### config.mk
export PLATFORM = sky130hd
export DESIGN_NAME = uart_rx_parity
export DESIGN_NICKNAME = d
export VERILOG_FILES = /design/src/rtl/uart_rx_parity.sv
export SDC_FILE = /design/constraint.sdc
export NUM_CORES = 1
export LEC_CHECK = 0
export CORE_ASPECT_RATIO = 0.7
export CORE_UTILIZATION = 55
export CTS_CLUSTER_SIZE = 10
export DETAILED_ROUTE_END_ITERATION = 16
export GPL_TIMING_DRIVEN = 0
export HOLD_SLACK_MARGIN = 0.05
export PLACE_DENSITY = 0.76
export SYNTH_ARGS = -nofsm -noshare
export SYNTH_HDL_FRONTEND = slang
export SYNTH_SLANG_ARGS = --single-unit
export TNS_END_PERCENT = 20
### constraint.sdc
create_clock -name clk -period 3.2 [get_ports clk]
set_input_delay 0.64 -clock clk [delete_from_list [all_inputs] [get_ports clk]]
set_output_delay 0.64 -clock clk [all_outputs]
set_load 0.02 [all_outputs]
### src/rtl/uart_rx_parity.sv
`default_nettype none
// ============================================================================
// Module      : uart_rx_parity
// Description : Oversampling UART receiver for 8 data bits with even parity
//               and one stop bit. Delivers each byte with parity and framing
//               error flags, qualified by a single-cycle valid strobe.
// Revision    : 1.0 - initial release
// ============================================================================
module uart_rx_parity #(
    parameter int CLKS_PER_BIT = 868
) (
    input  logic       clk,
    input  logic       reset,
    input  logic       rx,
    output logic [7:0] rx_data,
    output logic       rx_valid,
    output logic       parity_err,
    output logic       frame_err,
    output logic       busy
);

    localparam int                TICK_W    = $clog2(CLKS_PER_BIT);
    localparam logic [TICK_W-1:0] TICK_FULL = TICK_W'(CLKS_PER_BIT - 1);
    localparam logic [TICK_W-1:0] TICK_HALF = TICK_W'(CLKS_PER_BIT / 2 - 1);

    typedef enum logic [2:0] {
        S_IDLE   = 3'd0,
        S_START  = 3'd1,
        S_DATA   = 3'd2,
        S_PARITY = 3'd3,
        S_STOP   = 3'd4
    } state_t;

    // Synchroniser flops; both idle high so reset never looks like a start bit.
    logic rx_meta_q;
    logic rx_s_q;

    state_t            state_q,  state_d;
    logic [TICK_W-1:0] tick_q,   tick_d;
    logic [2:0]        bit_q,    bit_d;
    logic              armed_q,  armed_d;
    logic [7:0]        shift_q,  shift_d;
    logic              par_q,    par_d;
    logic [7:0]        data_q,   data_d;
    logic              valid_q,  valid_d;
    logic              perr_q,   perr_d;
    logic              ferr_q,   ferr_d;

    logic              w_tick_full;

    // Two-flop synchroniser for the asynchronous serial line.
    always_ff @(posedge clk) begin
        if (reset) begin
            rx_meta_q <= 1'b1;
            rx_s_q    <= 1'b1;
        end else begin
            rx_meta_q <= rx;
            rx_s_q    <= rx_meta_q;
        end
    end

    // State, counters, shift register and output holding registers.
    always_ff @(posedge clk) begin
        if (reset) begin
            state_q <= S_IDLE;
            tick_q  <= '0;
            bit_q   <= 3'd0;
            armed_q <= 1'b0;
            shift_q <= 8'h00;
            par_q   <= 1'b0;
            data_q  <= 8'h00;
            valid_q <= 1'b0;
            perr_q  <= 1'b0;
            ferr_q  <= 1'b0;
        end else begin
            state_q <= state_d;
            tick_q  <= tick_d;
            bit_q   <= bit_d;
            armed_q <= armed_d;
            shift_q <= shift_d;
            par_q   <= par_d;
            data_q  <= data_d;
            valid_q <= valid_d;
            perr_q  <= perr_d;
            ferr_q  <= ferr_d;
        end
    end

    assign w_tick_full = (tick_q == TICK_FULL);

    // Next-state logic: bit timing, mid-bit sampling and frame completion.
    always_comb begin
        state_d = state_q;
        tick_d  = tick_q;
        bit_d   = bit_q;
        armed_d = armed_q;
        shift_d = shift_q;
        par_d   = par_q;
        data_d  = data_q;
        valid_d = 1'b0;
        perr_d  = perr_q;
        ferr_d  = ferr_q;

        case (state_q)
            S_IDLE: begin
                // A start edge only counts once the line has been seen high,
                // so a line stuck low (break) cannot launch repeated frames.
                if (armed_q && !rx_s_q) begin
                    state_d = S_START;
                    tick_d  = '0;
                    armed_d = 1'b0;
                end else if (rx_s_q) begin
                    armed_d = 1'b1;
                end
            end

            S_START: begin
                if (tick_q == TICK_HALF) begin
                    tick_d = '0;
                    if (!rx_s_q) begin
                        state_d = S_DATA;
                        bit_d   = 3'd0;
                    end else begin
                        // Low pulse shorter than half a bit: treat as a glitch.
                        state_d = S_IDLE;
                    end
                end else begin
                    tick_d = tick_q + TICK_W'(1);
                end
            end

            S_DATA: begin
                if (w_tick_full) begin
                    tick_d          = '0;
                    shift_d[bit_q]  = rx_s_q;
                    if (bit_q == 3'd7) begin
                        state_d = S_PARITY;
                    end else begin
                        bit_d = bit_q + 3'd1;
                    end
                end else begin
                    tick_d = tick_q + TICK_W'(1);
                end
            end

            S_PARITY: begin
                if (w_tick_full) begin
                    tick_d  = '0;
                    par_d   = rx_s_q;
                    state_d = S_STOP;
                end else begin
                    tick_d = tick_q + TICK_W'(1);
                end
            end

            S_STOP: begin
                if (w_tick_full) begin
                    // Results are registered here so they appear, with the
                    // strobe, on the cycle after the stop-bit sample. A high
                    // stop bit re-arms at once so a back-to-back start bit is
                    // accepted on its first low cycle.
                    tick_d  = '0;
                    data_d  = shift_q;
                    perr_d  = ^{shift_q, par_q};
                    ferr_d  = ~rx_s_q;
                    valid_d = 1'b1;
                    armed_d = rx_s_q;
                    state_d = S_IDLE;
                end else begin
                    tick_d = tick_q + TICK_W'(1);
                end
            end

            default: begin
                state_d = S_IDLE;
                tick_d  = '0;
            end
        endcase
    end

    assign rx_data    = data_q;
    assign rx_valid   = valid_q;
    assign parity_err = perr_q;
    assign frame_err  = ferr_q;
    assign busy       = (state_q != S_IDLE);

endmodule
`default_nettype wire
==> run summary <==
OUTCOME
---------------------------------------------------------------------------------
Status ............................................................. finished clean

CRITICAL PATH
---------------------------------------------------------------------------------
Crit path cell chain ............................................... buf_6, nor3_2, inv_1, clkdlybuf4s50_1
Worst reg2reg path endpoint ........................................   shift_q[1]
Top cell family by delay on the critical path ...................... buffers and inverters
Crit path max fanout ...............................................           10
Reg-to-reg slack, setup ............................................      1.10 ns
Type of the setup path with the least slack ........................      reg2out
Launching point of the worst reg2reg path ..........................    tick_q[0]
Worst path max stage delay .........................................      0.55 ns
Depth of the worst register-to-register path .......................            6
Endpoint arrival time on the critical path .........................      1.72 ns
Required arrival time at the worst endpoint ........................      2.56 ns
Buffers & Inverters on Critical Path ...............................            3
Critical path startpoint category ..................................     register
Slowest-stage cell, CP ............................................. sky130_fd_sc_hd__clkdlybuf4s50_1
Setup crit end kind ................................................ primary output

DRT
---------------------------------------------------------------------------------
Aggregate routed wire length .......................................      3.91 mm
Via count ..........................................................        1,420
Residual DRC count .................................................            0
Initial DRC Count ..................................................           69
Number of nets with antenna violations after detailed routing ......            0
Detail-routed net length per standard cell .........................      15.3 um
First-pass iteration count of the detailed router ..................            4
Via density per instance ...........................................         5.55

STA
---------------------------------------------------------------------------------
Setup Viol. Count Final ............................................            0
Worst slew margin relative to its limit ............................        68.4%
Setup skew after layout ............................................   0.00617 ns
Fmax ...............................................................    0.424 GHz
Pins Over Slew Limit ...............................................            0
Final period utilization ...........................................        73.7%
Worst Tran Pin Value ...............................................     0.474 ns
Time the worst path needs with I/O delays and setup ................      2.36 ns
Endpoints failing hold .............................................            0
Total negative slack ...............................................         0 ns
Setup repair after global routing missed its margin ................        false

PLACED DESIGN
---------------------------------------------------------------------------------
# placed instances .................................................          248
IO Port Bufs .......................................................           14
Final weighted congestion in routability-driven placement ..........        0.818
Estimated wirelength of the detail-placed design ...................      2.90 mm

SYNTH
---------------------------------------------------------------------------------
Synthesis Warnings .................................................            0
Count of different cell masters after synthesis ....................           43
Gate count of the mapped netlist ...................................          196
Fraction of synthesis flops using an asynchronous set or reset pin .           0%
EDFF count, synth ..................................................            0
Most used flip-flop cell after synthesis ........................... sky130_fd_sc_hd__dfxtp_1
Count of state elements after synthesis ............................           39
Register area share after synthesis ................................        41.7%
Post-synthesis average cell area ...................................   9.54 sq um
Net Count, Synth ...................................................          203
Post-synthesis instance area .......................................   1870 sq um

FINISH
---------------------------------------------------------------------------------
Share of cells above drive strength 1 ..............................        11.5%
Number of standard cells in the final layout excluding fillers .....          256
Final Net Count ....................................................          224
Antenna cells ......................................................            0
Relative area change from synthesis to final layout ................        14.6%
Fill cell total of the finished layout .............................          271

POWER AND IR DROP
---------------------------------------------------------------------------------
Relative contribution of the clock network to total power ..........        33.3%
Power density over cell area .......................................  459 nW/um^2
Fraction of power spent switching nets .............................        28.1%
Reg power frac .....................................................        53.1%
Sw Pwr .............................................................       276 uW
Int Pwr ............................................................       707 uW
Leakage power summed over all cells ................................     0.820 nW
Worst IR Drop VDD ..................................................   0.000322 V
Combinational share of power .......................................        13.6%

CLOCKING
---------------------------------------------------------------------------------
Total of hold buffers inserted after clock tree synthesis ..........            0
Source-to-sink clock delay at the later pin of the worst-skew pair .      0.30 ns
Number of buffers on the longest clock path ........................            2
Clock buffers created by TritonCTS .................................            5
Register clock-pin slew on the reported worst setup and hold paths .      0.08 ns
CTS tree ...........................................................        built
CTS H-tree depth ...................................................            2
Total of cells resized after clock tree synthesis ..................            0
Setup Fix Bufs, Post-CTS ...........................................            0
Clk root buf ....................................................... sky130_fd_sc_hd__clkbuf_8
CTS sink cnt .......................................................           39

GLOBAL ROUTING
---------------------------------------------------------------------------------
Grt ovf ............................................................            0
GR met1 Demand/Resource ............................................        33.1%
GRT Resource Usage Total ...........................................        25.0%
Layer with the highest usage .......................................         met2
Global-route wire length before repair .............................      6.63 mm
Initial antenna violation count ....................................            0
Global-route met3 utilization ......................................        8.63%
Largest net degree at the start of global routing ..................           13
Via count of the first global-routing pass .........................        1,418
Grt met2 use .......................................................        36.2%

DIE
---------------------------------------------------------------------------------
Num rows ...........................................................           17
Starting density of the core .......................................        58.6%
Area of the core ...................................................   3190 sq um
Number of primary I/O pins .........................................           15
Overall die area ...................................................   3640 sq um
Overall die height .................................................      50.8 um
Die width ..........................................................      71.7 um

WORST HOLD PATH
---------------------------------------------------------------------------------
Count of cells along the worst hold path ...........................            1
Hold path start ....................................................    rx_meta_q
Class of the tightest hold or removal check ........................      reg2reg
Terminating pin of the worst hold path .............................       rx_s_q

RUN
---------------------------------------------------------------------------------
Max-cap violation count ............................................            0

==> metrics by stage <==
step / setup WS [ns] / total power [mW] / util [%] / hold slack, ns / instance area, sq um
6_report: 0.842 / 0.983 / 67.2 / 0.421 / 2140
5_1_grt: 0.749 / 1.03 / 67.2 / 0.437 / 2140
4_1_cts: 0.841 / 0.990 / 67.2 / 0.423 / 2140
3_5_place_dp: 0.916 / 0.667 / 64.5 / 0.402 / 2060
3_3_place_gp: 0.971 / 0.656 / 64.5 / 0.393 / 2060
2_1_floorplan: 1.36 / 0.628 / - / 0.389 / 1870
==> worst max path at each step <==
stage	slack [ns]	cells after the start	to	start
2_1_floorplan	1.36	6	state_q[0]	tick_q[0]
3_3_place_gp	0.97	4	shift_q[3]	reset
3_5_place_dp	0.92	4	rx_data[0]	reset
4_1_cts	0.84	4	busy	state_q[2]
5_1_grt	0.75	4	busy	state_q[2]
6_report	0.84	4	busy	state_q[2]
==> placed cells by master, fill, tap and decap left out, types with 2 or more instances in the layout <==
cell / synthesis / routed
sky130_fd_sc_hd__xnor2_1: 9 / 9
sky130_fd_sc_hd__nor4_1: 4 / 4
sky130_fd_sc_hd__nand2b_1: 6 / 6
sky130_fd_sc_hd__clkdlybuf4s50_1: 0 / 14
sky130_fd_sc_hd__nor4b_1: 2 / 2
sky130_fd_sc_hd__dfxtp_1: 39 / 39
sky130_fd_sc_hd__or3b_2: 3 / 3
sky130_fd_sc_hd__nand4_1: 3 / 3
sky130_fd_sc_hd__a21oi_1: 4 / 4
sky130_fd_sc_hd__inv_1: 6 / 6
sky130_fd_sc_hd__o32ai_1: 2 / 2
sky130_fd_sc_hd__nor2b_1: 2 / 2
sky130_fd_sc_hd__nand2_1: 11 / 11
sky130_fd_sc_hd__nor3b_2: 2 / 2
sky130_fd_sc_hd__nor2_1: 38 / 38
sky130_fd_sc_hd__ha_1: 4 / 4
sky130_fd_sc_hd__clkbuf_8: 0 / 5
sky130_fd_sc_hd__nor3_1: 3 / 3
sky130_fd_sc_hd__or2_2: 3 / 3
sky130_fd_sc_hd__clkbuf_1: 4 / 5
sky130_fd_sc_hd__xor2_1: 6 / 6
sky130_fd_sc_hd__mux2i_1: 20 / 20
sky130_fd_sc_hd__nand3_1: 2 / 2
sky130_fd_sc_hd__buf_2: 2 / 2
==> cell type report <==
class / count / area [sq um] / area share, %
Sequential cell: 39 / 781 / 36.4
Tap cell: 38 / 47.5 / 2.22
Clock buffer: 6 / 72.6 / 3.39
Clock inverter: 2 / 12.5 / 0.584
Inverter: 6 / 22.5 / 1.05
Buffer: 8 / 40.0 / 1.87
Timing Repair Buffer: 14 / 140 / 6.54
Multi-Input combinational cell: 143 / 1030 / 47.9
==> state kept, by name (all words and copies together), names as in the netlist, 3 cells and up <==
register  cells
bit_q         3
rx_data       8
shift_q       8
state_q       3
tick_q       10
==> synth_stat cells, types with 4 or more instances <==
cell,count,area [sq um]
sky130_fd_sc_hd__xor2_1,6,52.6
sky130_fd_sc_hd__nand2_1,11,41.3
sky130_fd_sc_hd__dfxtp_1,39,781
sky130_fd_sc_hd__nand2b_1,6,37.5
sky130_fd_sc_hd__mux2i_1,20,200
sky130_fd_sc_hd__xnor2_1,9,78.8
sky130_fd_sc_hd__ha_1,4,50.1
sky130_fd_sc_hd__clkbuf_1,4,15.0
sky130_fd_sc_hd__nor4_1,4,25.0
sky130_fd_sc_hd__nor2_1,38,143
sky130_fd_sc_hd__inv_1,6,22.5
sky130_fd_sc_hd__a21oi_1,4,20.0
==> cells by family (layout without fill, tap and decap cells) <==
family	count (synthesis)	in the layout	synth area share, %
flip-flops	39	39	41.7
buffers and inverters	14	36	3.34
AND/OR/NAND/NOR	88	88	26.1
multiplexers	20	20	10.7
XOR/XNOR	16	16	8.23
AO/OA/AOI/OAI	15	15	7.23
adder cells (fa/ha/maj)	4	4	2.68
==> power by group through the flow <==
stage / registers [mW] / logic, mW / clock network (mW)
after floorplan: 0.527 / 0.100 / 0
after global placement: 0.531 / 0.125 / 0
after detailed placement: 0.534 / 0.133 / 0
after CTS: 0.522 / 0.133 / 0.335
after global routing: 0.525 / 0.145 / 0.356
final: 0.523 / 0.133 / 0.327
==> worst reg2reg max path: cells and delay by family, from the launching register on <==
| kind | cells | cell delay, ns |
|---|---|---|
| DFF | 1 | 0.42 |
| muxes | 1 | 0.23 |
| and+or+nand+nor | 4 | 1.10 |
| adders and majority gates | 1 | 0.22 |
==> layer usage <==
metal | vias up | wire length, um
li1 | 713 | -
met1 | 679 | 1940
met2 | 19 | 1740
met3 | 9 | 137
met4 | 0 | 86
met5 | - | 0
(Power assumes the default switching activity.)
